`src/rtl/dac_scheduler.sv`:
```
// Two-channel round-robin sample scheduler feeding a DAC driver: grants one
// sample, pulses start_transmit, waits for completion (or times out), then idles.
module dac_scheduler #(
    parameter int unsigned GAP_CYCLES     = 4,
    parameter int unsigned TIMEOUT_CYCLES = 255
) (
    input  logic       clk,
    input  logic       nrst,
    input  logic [1:0] req_valid,
    input  logic [9:0] req0_data,
    input  logic [9:0] req1_data,
    output logic [1:0] req_ready,
    output logic [9:0] dac_data,
    output logic       start_transmit,
    input  logic       transmit_complete,
    output logic       busy,
    output logic       active_ch,
    output logic       timeout_err,
    input  logic       clear_err
);

    typedef enum logic [1:0] {IDLE, START, BUSY, GAP} state_t;

    localparam logic [7:0] TO_LAST  = 8'(TIMEOUT_CYCLES - 1);
    localparam logic [7:0] GAP_LAST = (GAP_CYCLES == 0) ? 8'd0 : 8'(GAP_CYCLES - 1);

    state_t     state;
    state_t     state_next;
    logic [7:0] cnt;
    logic       prio;
    logic       grant_ch;
    logic [1:0] grant;
    logic       frame_done;
    logic       timed_out;

    // prio is the channel that wins when both request; it flips to the loser on each grant
    always_comb begin
        grant_ch = 1'b0;
        case (req_valid)
            2'b01:   grant_ch = 1'b0;
            2'b10:   grant_ch = 1'b1;
            2'b11:   grant_ch = prio;
            default: grant_ch = 1'b0;
        endcase
        grant = '0;
        if (state == IDLE && nrst && (|req_valid))
            grant = grant_ch ? 2'b10 : 2'b01;
    end

    assign frame_done = (state == BUSY) && (transmit_complete || cnt == TO_LAST);
    assign timed_out  = (state == BUSY) && !transmit_complete && (cnt == TO_LAST);

    always_ff @(posedge clk or negedge nrst) begin
        if (!nrst)
            state <= IDLE;
        else
            state <= state_next;
    end

    always_comb begin
        state_next = state;
        case (state)
            IDLE:  if (|grant) state_next = START;
            START: state_next = BUSY;
            BUSY:  if (frame_done) state_next = (GAP_CYCLES == 0) ? IDLE : GAP;
            GAP:   if (cnt == GAP_LAST) state_next = IDLE;
            default: state_next = IDLE;
        endcase
    end

    always_comb begin
        req_ready      = grant;
        start_transmit = (state == START);
        busy           = (state != IDLE);
    end

    // cnt restarts on every state change, so it serves both the BUSY timeout and the GAP length
    always_ff @(posedge clk or negedge nrst) begin
        if (!nrst) begin
            dac_data    <= '0;
            active_ch   <= 1'b0;
            prio        <= 1'b0;
            cnt         <= '0;
            timeout_err <= 1'b0;
        end else begin
            if (|grant) begin
                dac_data  <= grant_ch ? req1_data : req0_data;
                active_ch <= grant_ch;
                prio      <= ~grant_ch;
            end
            if (state_next != state || state == IDLE)
                cnt <= '0;
            else
                cnt <= cnt + 8'd1;
            if (timed_out)
                timeout_err <= 1'b1;
            else if (clear_err)
                timeout_err <= 1'b0;
        end
    end

endmodule
```
`config.mk`:
```
export PLATFORM = sky130hd
export DESIGN_NAME = dac_scheduler
export DESIGN_NICKNAME = d
export VERILOG_FILES = /design/src/rtl/dac_scheduler.sv
export SDC_FILE = /design/constraint.sdc
export NUM_CORES = 1
export LEC_CHECK = 0
export CAP_MARGIN = 10
export CORE_ASPECT_RATIO = 0.8
export CORE_UTILIZATION = 34
export DETAILED_ROUTE_END_ITERATION = 16
export PLACE_DENSITY_LB_ADDON = 0.05
export SYNTH_ARGS = -nofsm -noshare
export SYNTH_HDL_FRONTEND = slang
export SYNTH_SLANG_ARGS = --single-unit
```
`constraint.sdc`:
```
create_clock -name clk -period 2.6 [get_ports clk]
set_input_delay 0.26 -clock clk [delete_from_list [all_inputs] [get_ports clk]]
set_output_delay 0.26 -clock clk [all_outputs]
set_load 0.02 [all_outputs]
```
# After elaboration in Yosys (flattened, before gate mapping)
# Index checks and enable logic that the tools add are counted.
# W data, S select, Z words.
dict set report word_totals {
  ff_bits 23
  input_bits 26
  output_inout_bits 16
  elab_cells 40
}
dict set report classes {
  add_sub_neg 1
  eq_ne 8
  muxes 11
  bitwise_logic 1
  n_reduce_logical 13
}
# op count
set op_table {}
lappend op_table {{$mux W10} 1}
lappend op_table {{$mux W2} 5}
lappend op_table {{$add A8 B1 Y8 const B} 1}
lappend op_table {{$eq A2 B2 Y1 const B} 4}
lappend op_table {{$eq A8 B2 Y1 const B} 1}
lappend op_table {{$eq A8 B8 Y1 const B} 1}
lappend op_table {{$mux W8} 1}
lappend op_table {{$pmux W2 S4} 1}
lappend op_table {{$logic_and A1 B1 Y1} 5}
lappend op_table {{$reduce_bool A2 Y1} 2}
lappend op_table {{$reduce_or A2 Y1} 2}
lappend op_table {{$eq A2 B1 Y1 const B} 1}
lappend op_table {{$logic_not A2 Y1} 1}
lappend op_table {{$logic_or A1 B1 Y1} 2}
lappend op_table {{$mux W1} 2}
lappend op_table {{$ne A2 B2 Y1} 1}
lappend op_table {{$pmux W1 S2} 1}
lappend op_table {{$logic_not A1 Y1} 1}
lappend op_table {{$not A1 Y1} 1}

# Depth between registers and ports, before layout
dict set report logic_depth {
  ltp_word 10
  mapped_depth 5
  ltp_nobuf 5
}

# Least setup slack after synthesis
# OpenSTA, ideal clock, no wires.
dict set report synth_path {
  kind {reg2out}
  from {register state[1]}
  to {output port req_ready[1]}
  t_arrival_ns 1.549
  required_ns 2.340
  setup_slack_ns 0.791
  path_stages_with_launch 5
  path_buffers 1
  path_cell_list {dfrtp_1 -> nor3b_1 -> buf_2 -> nand2_1 -> nor3_1}
}
dict set report synth_between {
  elab_chain_len 4
}
# item line
set synth_rtl {}
lappend synth_rtl {{start: declaration} 27} ;# state_t state;
lappend synth_rtl {{start signal: assignment} 57} ;# state <= state_next;
lappend synth_rtl {{$logic_not A2 Y1} 46} ;# if (state == IDLE && nrst && (|req_valid))
lappend synth_rtl {{$logic_and A1 B1 Y1 (2 in a row)} 46}
lappend synth_rtl {{$mux W2} 46}
lappend synth_rtl {{end: declaration} 12} ;# output logic [1:0] req_ready,
# No other way between the ends.

# Worst setup path in the final report
# Same ends and word-level chain as after synthesis.

==> reports/metrics.csv <==
metric;value;unit
cts_tree;built;
port_buffers;41;
crit_buf_inv;1;
final_layout_size_suffix_gt1_share;7.69;%
skew;0.00866;ns
relSlewSlack;61.2;%
wirelength;3110;um
synth.area.top_cells;dfrtp_1 48%, a21oi_1 7.1%, nand3b_1 6.3%, o21ai_0 5.4%, a31oi_1 5.2%;
antenna_cells;0;
async_flop_share;100;%
crit_chain;nor3b_1 -> nand2_1 -> nor3_1 -> clkdlybuf4s50_1;
power;1.54;mW
crit_fanout;6;
synth_nets;153;
core_area;3220;sq um
areaGrowthSynthToFinish;43.6;%
wirelength_met1;1640;um
layout_min_cycle_time;2.23;ns
dieWidth;68.4;um
grt_util_all_layers;17.8;%
cp_slowest_cell;clkdlybuf4s50_1;
syn_area;1200;sq um
critical_path_class;flop to output port;
synth_top_area_share;48.0;%
setup_tns;0;ns
peakVddDrop;0.405;mV
insertion_delay;0.27;ns
top_layer_used;met4;
design_area;1720;sq um
place_congestion;0.747;
arrival;1.97;ns
slew_viol_final;0;
layout.nets;198;
rows;18;
first_iter_violations;49;
vias_per_cell;5.36;
mostFrequentLayoutCells;41 x clkdlybuf4s50_1, 23 x dfrtp_1, 17 x a21oi_1, 13 x o21ai_0;
finalHoldViolCount;0;
powerDensity;893;nW/um^2
cts_setup_buffers;0;
initial_core_util;37.3;%
fin_crit_sh;85.8;%
final_common_cell;clkdlybuf4s50_1;
dieArea;3770;sq um
path_clk_slew;0.09;ns
chipHeight;55.1;um
critPathLaunch;state[1];
worst-slew-pin-transition;0.579;ns
cts_resized;0;
cts_max_level;1;
outcome;finished, final reports clean;
vias;1121;
ys.warnings.count;0;
cts_buffer_depth;2;
syn_area_per_cell;9.60;sq um
max_freq;0.448;GHz
required;2.34;ns
hold_path.class;input pin to asynchronous set/reset pin;
wl_met2;1260;um
startpoint_type;flop;
drcViolationCount;0;
overflow;0;
crit_path_end_kind;output port;
synth.distinct_cells;31;
whs;0.371;ns
grt_pass1_wl;4850;um
leakagePower;0.673;nW
grt_pass1_vias;1001;
synth_ff_type;dfrtp_1;
clock-sinks;23;
antenna_found_initial;0;
synth_top_area_cell;dfrtp_1;
grt_max_degree;24;
io_pins;42;
cts_root_buf;clkbuf_8;
wl_met3;188;um
post-dp-hpwl;2190;um
synth_seq_cells;23;
first_pass_iters;4;
ant_nets;0;
cts_made_buffers;3;
synth_edf_count;0;
max_cap_violations;0;
setup_violations;0;
rsz0062_at_grt;no;
critPathMaxStageDelay;0.63;ns
synthesis.instances;125;
critical-path-top-delay-family;buffers and inverters;
placed_area;1680;sq um
wire_per_inst;14.9;um
timing.rr.start;cnt[0];
ys_seq_area_share;48.0;%
cts_hold_buf;0;
## registers in the layout, summed over array words and instances (netlist names)
register / flops
active_ch: 1
cnt: 8
dac_data: 10
prio: 1
state: 2
timeout_err: 1
## layout make-up
type | instances | area, sq um
multi-input combinational | 90 | 577
clock inverter | 1 | 5.00
clock buffer | 3 | 41.3
sequential | 23 | 576
inverter | 5 | 18.8
timing repair buffer | 47 | 455
tap | 40 | 50.0
fill | 293 | 1500
## synth_stat cells, types with 3 or more instances
cell type and instances:
nand3_1 6, clkbuf_1 5, nand3b_1 10, or3_1 4
o21ai_0 13, a31oi_1 10, a21oi_1 17, a22oi_1 3
inv_1 4, dfrtp_1 23
## stage by stage
step	setup WS, ns	util [%]	std cells
4_1_cts	0.359	53.5	209
2_1_floorplan	0.791	-	125
3_5_place_dp	0.384	52.1	205
6_report	0.368	53.5	209
3_3_place_gp	0.405	52.1	205
5_1_grt	0.225	53.5	209
## cell families after synthesis
group,share of synthesized area (%)
and+or+nand+nor,19.2
adders and majority gates,2.09
buffers and inverters,3.96
muxes,0.938
xor gates and xnor gates,2.19
DFF,48.0
AOI/OAI and AO/OA,23.7
## worst paths after layout
path	endpoint	slack, ns	cells after the start
min in group clk	timeout_err	0.52	2
worst min-delay path	timeout_err	0.37	2
worst max register to register	cnt[5]	0.75	4
worst max-delay path	req_ready[1]	0.37	4
worst min register to register	timeout_err	0.52	2
max in group asynchronous	dac_data[6]	1.98	2
## per-layer routing
layer / track usage, % / vias up
met5: 0 / -
met4: 3.13 / 0
met3: 4.92 / 2
met2: 26.0 / 38
met1: 26.2 / 529
li1: - / 552
## worst reg2reg max path: stages, from the launching register on
cell	delay, ns
dfrtp_1	0.45
ha_1	0.27
or4b_4	0.50
o211ai_4	0.35
a22oi_1	0.15
## power by group
group / internal, mW / switching [mW] / leakage [nW]
sequential: 0.480 / 0.0998 / 0.282
clock: 0.107 / 0.121 / 0.0255
combinational: 0.357 / 0.373 / 0.365
Note: power is estimated with default switching activity, not from simulation.
